<file path="config.mk">
export PLATFORM = sky130hd
export DESIGN_NAME = dlx_muldiv
export DESIGN_NICKNAME = d
export VERILOG_FILES = /design/src/rtl/dlx_muldiv.sv
export SDC_FILE = /design/constraint.sdc
export NUM_CORES = 1
export LEC_CHECK = 0
export ABC_AREA = 1
export CAP_MARGIN = 20
export CORE_MARGIN = 2
export CORE_UTILIZATION = 40
export CTS_CLUSTER_DIAMETER = 150
export DETAILED_ROUTE_END_ITERATION = 8
export PLACE_DENSITY = 0.62
export SYNTH_ARGS = -nofsm -noshare
export SYNTH_HDL_FRONTEND = slang
export SYNTH_SLANG_ARGS = --single-unit
</file>
<file path="constraint.sdc">
create_clock -name clock -period 3.3 [get_ports clock]
set_input_delay 0.66 -clock clock [delete_from_list [all_inputs] [get_ports clock]]
set_output_delay 0.66 -clock clock [all_outputs]
set_load 0.05 [all_outputs]
</file>
<file path="src/rtl/dlx_muldiv.sv">
// Iterative 32-bit multiply/divide unit for the DLX pipeline.
// Shift-add multiply and restoring divide on magnitudes, with a fixed 33-cycle latency.
module dlx_muldiv (
  input  logic        clock,
  input  logic        reset,
  input  logic        start,
  input  logic [1:0]  op,
  input  logic [31:0] a_in,
  input  logic [31:0] b_in,
  input  logic [4:0]  rd_in,
  output logic        busy,
  output logic        done,
  output logic        reg_write,
  output logic [31:0] result,
  output logic [4:0]  rd_out,
  output logic        div_by_zero,
  output logic [1:0]  dbg_state
);

  typedef enum logic [1:0] {S_IDLE, S_CALC, S_FIX, S_DONE} state_t;

  state_t      r_state;
  logic [5:0]  r_cnt;
  logic [1:0]  r_op;
  logic        r_neg;
  logic        r_bzero;
  logic [31:0] r_a;
  logic [31:0] r_b;
  logic [31:0] r_acc;
  logic [4:0]  r_rd;
  logic        r_busy;
  logic        r_done;
  logic        r_dbz;
  logic [31:0] r_result;
  logic [4:0]  r_rd_out;

  logic        w_sgn_in;
  logic [31:0] w_a_mag;
  logic [31:0] w_b_mag;
  logic [32:0] w_shift;
  logic [32:0] w_diff;
  logic [31:0] w_rem_nxt;
  logic [31:0] w_mag_res;
  logic [31:0] w_fixed;

  // op[0]=0 selects the signed variants (MULT, DIV).
  assign w_sgn_in  = ~op[0];
  assign w_a_mag   = (w_sgn_in && a_in[31]) ? (~a_in + 32'd1) : a_in;
  assign w_b_mag   = (w_sgn_in && b_in[31]) ? (~b_in + 32'd1) : b_in;

  // Restoring step: r_acc is the partial remainder, r_a shifts dividend bits out
  // at the top and quotient bits in at the bottom.
  assign w_shift   = {r_acc, r_a[31]};
  assign w_diff    = w_shift - {1'b0, r_b};
  assign w_rem_nxt = w_diff[32] ? w_shift[31:0] : w_diff[31:0];

  assign w_mag_res = r_op[1] ? r_a : r_acc;
  assign w_fixed   = r_neg ? (~w_mag_res + 32'd1) : w_mag_res;

  always_ff @(posedge clock or negedge reset) begin
    if (!reset) begin
      r_state  <= S_IDLE;
      r_cnt    <= 6'd0;
      r_op     <= 2'd0;
      r_neg    <= 1'b0;
      r_bzero  <= 1'b0;
      r_a      <= 32'd0;
      r_b      <= 32'd0;
      r_acc    <= 32'd0;
      r_rd     <= 5'd0;
      r_busy   <= 1'b0;
      r_done   <= 1'b0;
      r_dbz    <= 1'b0;
      r_result <= 32'd0;
      r_rd_out <= 5'd0;
    end else begin
      case (r_state)
        S_IDLE: begin
          if (start) begin
            r_op    <= op;
            r_a     <= w_a_mag;
            r_b     <= w_b_mag;
            r_acc   <= 32'd0;
            r_rd    <= rd_in;
            r_neg   <= w_sgn_in & (a_in[31] ^ b_in[31]);
            r_bzero <= (b_in == 32'd0);
            r_cnt   <= 6'd0;
            r_busy  <= 1'b1;
            r_state <= S_CALC;
          end
        end
        S_CALC: begin
          if (r_op[1]) begin
            r_acc <= w_rem_nxt;
            r_a   <= {r_a[30:0], ~w_diff[32]};
          end else begin
            r_acc <= r_acc + (r_b[0] ? r_a : 32'd0);
            r_a   <= {r_a[30:0], 1'b0};
            r_b   <= {1'b0, r_b[31:1]};
          end
          if (r_cnt == 6'd31) begin
            r_cnt   <= 6'd0;
            r_state <= S_FIX;
          end else begin
            r_cnt <= r_cnt + 6'd1;
          end
        end
        S_FIX: begin
          r_result <= (r_op[1] && r_bzero) ? 32'd0 : w_fixed;
          r_rd_out <= r_rd;
          r_done   <= 1'b1;
          r_dbz    <= r_op[1] & r_bzero;
          r_state  <= S_DONE;
        end
        S_DONE: begin
          r_done  <= 1'b0;
          r_dbz   <= 1'b0;
          r_busy  <= 1'b0;
          r_state <= S_IDLE;
        end
        default: r_state <= S_IDLE;
      endcase
    end
  end

  assign busy        = r_busy;
  assign done        = r_done;
  assign reg_write   = r_done;
  assign result      = r_result;
  assign rd_out      = r_rd_out;
  assign div_by_zero = r_dbz;
  assign dbg_state   = r_state;

endmodule

</file>
# --- After elaboration in Yosys (flattened, before gate mapping) ---
# Cells that the tools add are included.
totals:
  output_inout_bits: 43
  in_bits: 74
  ff_bits: 153
  word_cells: 74
classes:
  n_reduce_logical: 13
  muxes: 26
  addsub: 6
  n_eq_ne: 7
  bitwise_logic: 8
ops:
  columns: ["cell", "count"]
  rows:
  - ["2-to-1 mux 32 bit", 12]
  - ["one-hot mux 32 bit (2 select lines)", 3]
  - ["adder 32 x 1 -> 32 bit (second input constant)", 3]
  - ["inverter 32 bit", 3]
  - ["subtractor 33 x 32 -> 33 bit", 1]
  - ["adder 32 bit", 1]
  - ["zero test 32 bit", 1]
  - ["2-to-1 mux 6 bit", 2]
  - ["one-hot mux 6 bit (2 select lines)", 1]
  - ["one-hot mux 2 bit (4 select lines)", 1]
  - ["AND reduction 2 bit", 4]
  - ["adder 6 x 1 -> 6 bit (second input constant)", 1]
  - ["equality test 6 x 5 -> 1 bit (second input constant)", 1]
  - ["!= test 2 bit (second input constant)", 3]
  - ["one-hot mux 1 bit (2 select lines)", 3]
  - ["nonzero test 2 bit", 3]
  - ["equality test 2 bit (second input constant)", 2]
  - ["2-to-1 mux 2 bit", 2]
  - ["logical AND 1 bit", 3]
  - ["AND reduction 3 bit", 1]
  - ["AND 1 bit", 2]
  - ["equality test 2 x 1 -> 1 bit (second input constant)", 1]
  - ["zero test 2 bit", 1]
  - ["2-to-1 mux 1 bit", 2]
  - ["other kinds (2)", 3]

# --- Logic depth before layout (Yosys ltp) ---
# Gate-level depths: netlist of the first run.
logic_depth:
  word_depth: 5
  ltp_mapped: 21
  mapped_depth_nobuf: 20

# --- Least setup slack after synthesis of the first run ---
# No wires, ideal clock.
synth_path:
  path_kind: "reg-to-reg"
  from: "register r_b[0]"
  to: "register r_acc[30]"
  n_path_buf: 1
  path_stages_with_launch: 21
  synth_period_minus_slack_ps: 2496
  arrival_ps: 2379
  required_ps: 3184
  setup_time_ps: 116
  path_slack_ps: 804
  cell_sequence: "dfrtp_1 -> clkbuf_1 -> nand2_1 -> inv_1 -> ha_1 -> inv_1 -> fa_1 -> inv_1 -> nand3_1 -> nand3_1 -> nand2_1 -> nand2_1 -> nand2_1 -> nand2_1 -> nand2_1 -> nand3_1 -> nand3_1 -> nand2_1 -> inv_1 -> nand2_1 -> nand2_1"
synth_between:
  elab_chain_len: 4
  word_cells_on_any_way: 6
  classes_between: "add/sub (2); mux (4)"
synth_lines:
  columns: ["item", "line", "rtl"]
  rows:
  - ["start, declared", "28", "logic [31:0] r_b;"]
  - ["start signal, assigned", "82", "r_b <= w_b_mag;"]
  - ["start signal, assigned", "99", "r_b <= {1'b0, r_b[31:1]};"]
  - ["subtractor 33 x 32 -> 33 bit / 2-to-1 mux 32 bit (equally long branches)", "54, 97", null]
  - ["2-to-1 mux 32 bit / adder 32 bit (equally long branches)", "55, 97", null]
  - ["2-to-1 mux 32 bit (*)", "93", "if (r_op[1]) begin"]
  - ["one-hot mux 32 bit (2 select lines) (*)", "77", "case (r_state)"]
  - ["end signal, assigned", "94", "r_acc <= w_rem_nxt;"]
  - ["end signal, assigned", "97", "r_acc <= r_acc + (r_b[0] ? r_a : 32'd0);"]
  - ["end, declared", "29", "logic [31:0] r_acc;"]
# Mark *: on every way between the ends. The rest lies on a longest branch, timed or not.
# A chain may end at the register's enable or synchronous reset.

# --- Worst setup path after layout of the first run ---
layout_path:
  from: "register r_b[0]"
  to: "register r_acc[28]"
# Same word-level chain as after synthesis.

==> results.sh, run 1 <==
export IMPL_outcome="finished clean"
export IMPL_netlist_area_sq_um=15200
export IMPL_skew_ns=0.0150
export IMPL_postCtsSetupBuffers=0
export IMPL_dr_pass1_iters=5
export IMPL_path_clk_slew_ns=0.07
export IMPL_ys_seq_area_share_pct=25.0
export IMPL_power_leakage_nw=9.67
export IMPL_syn_avg_cell_area_sq_um=5.85
export IMPL_syn2layout_area_growth_pct=15.0
export IMPL_nNetsFinal=2839
export IMPL_crit_end="r_acc[28]"
export IMPL_place_area_sq_um=16900
export IMPL_final_max_slew_viol_count=0
export IMPL_clk_latency_ns=0.45
export IMPL_path_max_fanout=31
export IMPL_max_freq_ghz=0.349
export IMPL_grt_pass1_wl_um=83800
export IMPL_clk_path_buf_depth=2
export IMPL_gp_congestion=0.947
export IMPL_fin_cells=3214
export IMPL_power_density_nw_per_um2=1200
export IMPL_dp_cells=3183
export IMPL_cap_violations=0
export IMPL_drc=0
export IMPL_syn_inst=2602
export IMPL_die_area_sq_um=39600
export IMPL_worst_pin_slew_ns=0.850
export IMPL_antenna_found_initial=2
export IMPL_setup_worst_path_end_class="register"
export IMPL_cts_sinks=152
export IMPL_core_rowCount=71
export IMPL_relSlewSlack_pct=43.3
export IMPL_hold_path_class="input pin to async pin"
export IMPL_cts_resized_gates=0
export IMPL_setup_viol=0
export IMPL_dp_hpwl_um=42900
export IMPL_finalHoldViolations=0
export IMPL_synth_edff_count=0
export IMPL_core_area_sq_um=37600
export IMPL_ys_warn_count=0
export IMPL_vias_per_cell=5.09
export IMPL_port_buffers=116
export IMPL_rr_worst_depth=15
export IMPL_slowest_delay_ns=0.44
export IMPL_cts_buffers=17
export IMPL_dieHeight_um=199
export IMPL_vias=16400
export IMPL_stdcell_area_sq_um=17500
export IMPL_wirelength_um=53200
export IMPL_tns_ns=0
export IMPL_grt_setup_unrepaired="no"
export IMPL_r2r_start="r_b[0]"
export IMPL_ys_ff_latch=152
export IMPL_timing_critical_path_from_type="register"
export IMPL_final_cell_mix="977 x nand2_1, 424 x inv_1, 211 x nor2_1, 151 x o21ai_0, 151 x dfrtp_1"
export IMPL_cts_tree="done"
export IMPL_grt_pass1_vias=15300
export IMPL_r2r_end="r_acc[28]"
export IMPL_initial_core_util_pct=40.5
export IMPL_layout_commonest_cell="nand2_1"
export IMPL_r2r_slack_ns=0.44
export IMPL_slowest_stage="dfrtp_1"
export IMPL_grt_total_usage_pct=27.5
export IMPL_grt_ovfl_total=0
export IMPL_antenna_cells=0
export IMPL_worstPathRequired_ns=3.63
export IMPL_detail_route_antenna_nets=0
export IMPL_synthFlopType="dfrtp_1"
export IMPL_cp_arrival_ns=3.20
export IMPL_max_vdd_ir_drop_mv=0.834
export IMPL_syn_num_nets=2750
export IMPL_drive_gt1_share_pct=4.33
export IMPL_postCtsHoldBufs=0
export IMPL_critPathKind="register to register"
export IMPL_crit_top_cell="nand2_1"
export IMPL_startpoint="r_b[0]"
export IMPL_grt_max_degree=74
export IMPL_die_x_um=199
export IMPL_fillers=4021
export IMPL_clockRootBuffer="clkbuf_16"
export IMPL_post_drt_wl_per_cell_um=16.5
export IMPL_cp_cell_sequence="buf_12, nand2_1, inv_1, ha_1, nand2_1, inv_1, nand3_1, o21ai_0, a21oi_1, nand3_1, nand2_1, nor2_1, nor2_1, nand2_1, nand2_1"
export IMPL_yosysUniqueCellTypes=53
export IMPL_h_tree_depth=4
export IMPL_finalCriticalPeriod_ns=2.86
export IMPL_async_flop_share_pct=100
export IMPL_drt_initial_drc_count=1506
export IMPL_fin_crit_sh_pct=86.8
export IMPL_ios=117
==> critical path, delay by kind of cell, from the launching register on <==
family | cells | cell delay [ns]
AO/OA/AOI/OAI | 2 | 0.53
buffers and inverters | 3 | 0.35
adder cells (fa/ha/maj) | 1 | 0.40
AND/OR/NAND/NOR | 9 | 1.01
flip-flops | 1 | 0.44
==> layout make-up <==
| cell class | instances | area, sq um | share of cell area [%] |
|---|---|---|---|
| Inverter | 440 | 1650 | 9.44 |
| Multi-Input combinational cell | 1936 | 9380 | 53.6 |
| Sequential cell | 152 | 3810 | 21.8 |
| Tap cell | 511 | 639 | 3.65 |
| Clock inverter | 12 | 143 | 0.815 |
| Timing Repair Buffer | 144 | 1440 | 8.20 |
| Clock buffer | 19 | 443 | 2.53 |
==> per-stage QoR <==
step	util, %	setup WS, ns	power (mW)	hold WS, ns
3_3_place_gp	45.0	0.468	18.7	0.453
2_1_floorplan	-	0.804	14.3	0.364
4_1_cts	46.6	0.508	20.9	0.237
6_report	46.6	0.435	21.0	0.222
5_1_grt	46.6	0.210	23.1	0.258
3_5_place_dp	45.0	0.465	18.8	0.458
==> metal layers <==
metal / vias to the layer above / GRT usage [%] / part of all wire (%)
li1: 8324 / - / -
met1: 7426 / 39.1 / 48
met2: 531 / 43.7 / 44
met3: 69 / 3.17 / 5.9
met4: 2 / 8.21 / 2.7
met5: - / 0 / 0.024
==> sequential cells by signal, indices dropped and copies added, names as in the netlist, 2 cells and up <==
name and count:
dbg_state 2, r_a 32, r_acc 32, r_b 32, r_cnt 6, r_rd 5, rd_out 5, result 32
==> where the power goes <==
part	total [mW]	switching (mW)	leakage (nW)	internal, mW
Clock	2.03	0.889	0.278	1.14
Sequential	3.70	0.941	1.90	2.76
Combinational	15.3	10.5	7.49	4.79
Total	21.0	12.3	9.67	8.69
==> how the worst min path moves through the flow <==
stage / end / slack [ns] / depth (start not counted)
after floorplan: busy / 0.36 / 0
after global placement: rd_out[0] / 0.45 / 2
after detailed placement: rd_out[4] / 0.46 / 2
after CTS: rd_out[1] / 0.24 / 1
after global routing: rd_out[1] / 0.26 / 1
final: r_cnt[5] / 0.22 / 1
==> Yosys cell counts (all sizes together) (4+ instances only) <==
cell type  instances  area share, %
nand4             23           0.95
dfrtp            152             25
a31oi              4           0.16
or2                5           0.21
buf               29            1.4
nor3              32            1.2
o21bai             6           0.30
nand3            149            5.0
nor2             215            5.4
a21oi            120            4.0
o221ai            15           0.86
clkbuf            45            1.1
inv              438             11
a22o               6           0.35
o211ai            21            1.0
ha                72            5.9
o21ai            192            6.7
xnor2             20            1.2
xor2              41            2.4
nand2            988             25
nand3b             7           0.35
==> kinds of logic after synthesis <==
family                     Yosys count  share of synthesized area [%]
AOI/OAI and AO/OA                  374                           13.9
xor gates and xnor gates            61                           3.51
adders and majority gates           74                           6.18
buffers and inverters              514                           13.4
DFF                                152                           25.0
and+or+nand+nor                   1427                           38.0
Power figures use the tool's default switching activity.
==> run 2, diff against run 1 <==
Settings changed: PLACE_DENSITY 0.62 to 0.6.
==> results.sh, run 2 (same netlist as run 1, synthesis figures left out) <==
export IMPL_outcome="finished clean"
export IMPL_dieHeight_um=199
export IMPL_cts_resized_gates=0
export IMPL_finalHoldViolations=0
export IMPL_power_leakage_nw=9.66
export IMPL_syn2layout_area_growth_pct=14.9
export IMPL_h_tree_depth=4
export IMPL_antenna_found_initial=0
export IMPL_drt_initial_drc_count=1376
export IMPL_post_drt_wl_per_cell_um=16.7
export IMPL_slowest_delay_ns=0.45
export IMPL_fin_crit_sh_pct=84.2
export IMPL_detail_route_antenna_nets=0
export IMPL_grt_pass1_wl_um=84800
export IMPL_crit_top_cell="nand2_1"
export IMPL_clk_latency_ns=0.45
export IMPL_clk_path_buf_depth=2
export IMPL_worst_pin_slew_ns=0.796
export IMPL_max_freq_ghz=0.360
export IMPL_skew_ns=0.0141
export IMPL_drive_gt1_share_pct=4.22
export IMPL_grt_pass1_vias=15300
export IMPL_initial_core_util_pct=40.5
export IMPL_relSlewSlack_pct=46.9
export IMPL_startpoint="r_b[0]"
export IMPL_gp_congestion=0.929
export IMPL_max_vdd_ir_drop_mv=0.703
export IMPL_internal_power_mw=8.72
export IMPL_die_x_um=199
export IMPL_power_frac_comb_pct=72.4
export IMPL_core_rowCount=71
export IMPL_timing_critical_path_from_type="register"
export IMPL_drc=0
export IMPL_grt_total_usage_pct=27.9
export IMPL_final_max_slew_viol_count=0
export IMPL_rr_worst_depth=19
export IMPL_power_density_nw_per_um2=1200
export IMPL_fillers=4069
export IMPL_p_switching_mw=12.3
export IMPL_r2r_start="r_b[0]"
export IMPL_die_area_sq_um=39600
export IMPL_fin_ws_ns=0.520
export IMPL_layout_commonest_cell="nand2_1"
export IMPL_setup_viol=0
export IMPL_cts_sinks=152
export IMPL_wirelength_um=53800
export IMPL_setup_worst_path_end_class="register"
export IMPL_vias=16400
export IMPL_crit_end="r_acc[26]"
export IMPL_finalCriticalPeriod_ns=2.78
export IMPL_multi_input_area_sq_um=9380
export IMPL_slowest_stage="dfrtp_1"
export IMPL_hold_path_class="input pin to async pin"
export IMPL_cp_cell_sequence="nand2_1, inv_1, ha_1, inv_1, fa_1, inv_1, nand3_1, nand3_1, nand2_1, nand2_1, nand2_1, nand2_1, nand2_1, nand3_1, nand3_1, nand2_1, inv_1, nand2_1, nand2_1"
export IMPL_antenna_cells=0
export IMPL_cts_tree="done"
export IMPL_r2r_end="r_acc[26]"
export IMPL_port_buffers=116
export IMPL_worstPathRequired_ns=3.63
export IMPL_pre_cts_slack_ns=0.421
export IMPL_dp_hpwl_um=43500
export IMPL_cts_buffers=17
export IMPL_clock_power_share_pct=9.8
export IMPL_cap_violations=0
export IMPL_core_area_sq_um=37600
export IMPL_ios=117
export IMPL_tns_ns=0
export IMPL_worstPathBufferInverterCount=4
export IMPL_final_cell_mix="977 x nand2_1, 424 x inv_1, 211 x nor2_1, 151 x o21ai_0, 151 x dfrtp_1"
export IMPL_nNetsFinal=2836
export IMPL_grt_max_degree=75
export IMPL_p_sw_share_pct=58.6
export IMPL_r2r_slack_ns=0.52
export IMPL_dr_pass1_iters=6
export IMPL_grt_setup_unrepaired="no"
export IMPL_worstSetupPathDepth=19
export IMPL_grt_ovfl_total=0
export IMPL_critPathKind="register to register"
export IMPL_postCtsHoldBufs=0
export IMPL_postCtsSetupBuffers=0
export IMPL_power_total_mw=21.0
export IMPL_seqCellArea_sq_um=3810
export IMPL_clockRootBuffer="clkbuf_16"
export IMPL_path_clk_slew_ns=0.07
export IMPL_cp_top_family="simple AND/OR/NAND/NOR gates"
export IMPL_vias_per_cell=5.10
export IMPL_cp_arrival_ns=3.11
export IMPL_p_seq_share_pct=17.8
export IMPL_path_max_fanout=5
run 2: changes by cell type in the layout (fill, tap and decap cells not counted), sizes merged:
cell and change:
clkinv -1, buf -3, clkinvlp -1, inv +3
run 2: worst min path at each step:
stage / endpoint
floorplan: busy
global placement: rd_out[2]
detailed placement: rd_out[2]
CTS: rd_out[4]
global route: rd_out[4]
finish: r_rd[4]
run 2: stage by stage:
stage          utilization (%)  std cells  hold WS [ns]  area [sq um]
6_report                  46.6       3212         0.255         17500
5_1_grt                   46.6       3212         0.299         17500
4_1_cts                   46.6       3212         0.303         17500
3_5_place_dp              45.0       3180         0.459         16900
3_3_place_gp              45.0       3180         0.454         16900
2_1_floorplan                -       2602         0.364         15200
run 2: area by class of cell:
| type | instances | area share [%] |
|---|---|---|
| Sequential cell | 152 | 21.8 |
| Inverter | 440 | 9.44 |
| Multi-Input combinational cell | 1936 | 53.6 |
| Clock buffer | 19 | 2.47 |
| Clock inverter | 13 | 0.908 |
| Timing Repair Buffer | 141 | 8.14 |
| Tap cell | 511 | 3.65 |
run 2: metal layers:
metal / global-route usage, % / routed length (um) / share of wire [%]
met2: 43.7 / 23400 / 43
met1: 39.6 / 25400 / 47
met3: 3.66 / 3360 / 6.2
met5: 0 / 0 / 0
met4: 9.09 / 1650 / 3.1
run 2: power by group through the flow:
| stage | Combinational, mW | Clock (mW) | Sequential [mW] |
|---|---|---|---|
| detailed placement | 15.1 | 0 | 3.75 |
| global route | 17.1 | 2.19 | 3.82 |
| finish | 15.2 | 2.07 | 3.74 |
| global placement | 15.0 | 0 | 3.73 |
| floorplan | 10.1 | 0 | 4.12 |
| CTS | 15.1 | 2.10 | 3.72 |
==> run 3, diff against run 2 <==
Settings changed: PLACE_DENSITY 0.6 to 0.62.
Clock period 3.3 ns to 2.3 ns, I/O delays scaled along.
==> results.sh, run 3 (same netlist as run 1, synthesis figures left out) <==
export IMPL_max_freq_ghz=0.404
export IMPL_power_leakage_nw=12.3
export IMPL_grt_max_degree=74
export IMPL_final_max_slew_viol_count=0
export IMPL_gp_congestion=0.995
export IMPL_vias_per_cell=5.11
export IMPL_dieHeight_um=199
export IMPL_crit_end="r_acc[6]"
export IMPL_final_cell_mix="834 x nand2_1, 382 x buf_4, 363 x inv_1, 166 x nor2_1, 147 x dfrtp_1"
export IMPL_worstPathRequired_ns=2.70
export IMPL_drt_initial_drc_count=1414
export IMPL_skew_ns=0.0115
export IMPL_setup_worst_path_end_class="register"
export IMPL_dr_pass1_iters=7
export IMPL_post_drt_wl_per_cell_um=17.0
export IMPL_core_area_sq_um=37600
export IMPL_initial_core_util_pct=40.5
export IMPL_drive_gt1_share_pct=30.3
export IMPL_cts_sinks=152
export IMPL_path_max_fanout=8
export IMPL_finalHoldViolations=0
export IMPL_rr_worst_depth=18
export IMPL_slowest_delay_ns=0.42
export IMPL_path_clk_slew_ns=0.07
export IMPL_grt_setup_unrepaired="yes"
export IMPL_h_tree_depth=4
export IMPL_place_area_sq_um=19600
export IMPL_clk_latency_ns=0.46
export IMPL_drc=0
export IMPL_r2r_slack_ns=-0.17
export IMPL_relSlewSlack_pct=59.5
export IMPL_cp_arrival_ns=2.87
export IMPL_die_x_um=199
export IMPL_ios=117
export IMPL_nNetsFinal=3253
export IMPL_max_vdd_ir_drop_mv=0.788
export IMPL_violations="negative setup slack"
export IMPL_worstSetupPathDepth=18
export IMPL_die_area_sq_um=39600
export IMPL_layout_commonest_cell="nand2_1"
export IMPL_antenna_found_initial=3
export IMPL_dp_hpwl_um=47400
export IMPL_cap_violations=0
export IMPL_power_density_nw_per_um2=1800
export IMPL_grt_pass1_vias=17300
export IMPL_fin_crit_sh_pct=108
export IMPL_wirelength_um=61700
export IMPL_detail_route_antenna_nets=0
export IMPL_critPathKind="register to register"
export IMPL_syn2layout_area_growth_pct=52.7
export IMPL_port_buffers=116
export IMPL_fin_ws_ns=-0.173
export IMPL_r2r_start="r_b[0]"
export IMPL_worstPathBufferInverterCount=7
export IMPL_clk_path_buf_depth=2
export IMPL_timing_hold_ws_ns=0.469
export IMPL_vias=18500
export IMPL_timing_critical_path_from_type="register"
export IMPL_cp_cell_sequence="buf_6, nand2_2, inv_2, ha_4, inv_2, fa_2, inv_2, nand3_4, nand3_4, nand2_2, nand2_2, buf_4, buf_4, xor2_1, o21ai_1, inv_1, nand2_1, nand2_1"
export IMPL_stdcell_area_sq_um=23300
export IMPL_worst_pin_slew_ns=0.604
export IMPL_cts_buffers=17
export IMPL_cts_tree="done"
export IMPL_cp_top_family="buffers and inverters"
export IMPL_r2r_end="r_acc[6]"
export IMPL_core_rowCount=71
export IMPL_grt_pass1_wl_um=92400
export IMPL_clockRootBuffer="clkbuf_16"
export IMPL_grt_total_usage_pct=30.6
export IMPL_startpoint="r_b[0]"
export IMPL_hold_path_class="register to register"
export IMPL_outcome="complete, but fails checks"
export IMPL_setup_viol=33
export IMPL_antenna_cells=0
export IMPL_finalCriticalPeriod_ns=2.47
export IMPL_pre_cts_slack_ns=-0.318
export IMPL_slowest_stage="dfrtp_2"
export IMPL_grt_ovfl_total=0
==> run 3: cell count changes in the layout (fill, tap and decap cells not counted), moves of 30 or more <==
cell / change
a21oi_1: -35
buf_4: +363
buf_6: +30
ha_1: -39
ha_4: +39
inv_1: -61
inv_2: +55
nand2_1: -143
nand2_2: +93
nand2_4: +48
nand3_1: -45
nand3_2: +35
nor2_1: -45
==> run 3: cell type report <==
type                    count  area, sq um
multi-input cells        1936        11600
repair buffers            558         5010
fillers                  3563        14300
well taps                 511          639
clock buffers              17          425
clock inverters            15          141
flip-flops and latches    152         3810
inverters                 440         1670
==> run 3: worst min-delay path by stage <==
stage,cells after the start,start,endpoint
2_1_floorplan,0,reset,busy
3_3_place_gp,1,reset,rd_out[0]
3_5_place_dp,1,reset,r_cnt[3]
4_1_cts,2,rd_out[2],rd_out[2]
5_1_grt,2,rd_out[2],rd_out[2]
6_report,2,rd_out[2],rd_out[2]
==> run 3: metal layers <==
layer	up-vias	routed length, um	track usage, %	share of wire, %
li1	9163	-	-	-
met1	8583	27800	41.2	45
met2	631	27600	48.8	45
met3	150	3350	3.75	5.4
met4	4	2900	14.4	4.7
met5	-	20	0	0.032
==> run 3: through the flow <==
| stage | setup TNS, ns | util (%) | instances | power, mW |
|---|---|---|---|---|
| after detailed placement | -11.09 | 52.3 | 3532 | 31.4 |
| after floorplan | 0 | - | 2602 | 20.5 |
| after global routing | -6.41 | 61.9 | 3629 | 44.9 |
| after CTS | -1.89 | 58.6 | 3596 | 38.5 |
| final | -2.47 | 61.9 | 3629 | 41.9 |
| after global placement | -8.85 | 52.3 | 3532 | 31.2 |
==> run 3: worst reg2reg max path: stages, from the launching register on <==
cell     delay, ns
dfrtp_2       0.42
buf_6         0.19
nand2_2       0.08
inv_2         0.07
ha_4          0.13
inv_2         0.04
fa_2          0.36
inv_2         0.09
nand3_4       0.07
nand3_4       0.10
nand2_2       0.07
nand2_2       0.08
buf_4         0.11
buf_4         0.10
xor2_1        0.25
o21ai_1       0.09
inv_1         0.07
nand2_1       0.05
nand2_1       0.06
==> run 3: power by group <==
group	total, mW	switching (mW)	internal, mW
clock	2.83	1.32	1.51
sequential	4.97	1.00	3.97
combinational	34.1	19.9	14.2
==> run 3: what timing repair did <==
| item | CTS | global route |
|---|---|---|
| hold endpoints to repair | 45 | 0 |
| buffers inserted | 26 | 32 |
| hold buffers | 1 | 0 |
| resized for setup | 356 | 244 |
| cloned | 6 | 2 |
| pin swaps | 116 | 115 |
| endpoints found under the setup margin | 47 | 67 |
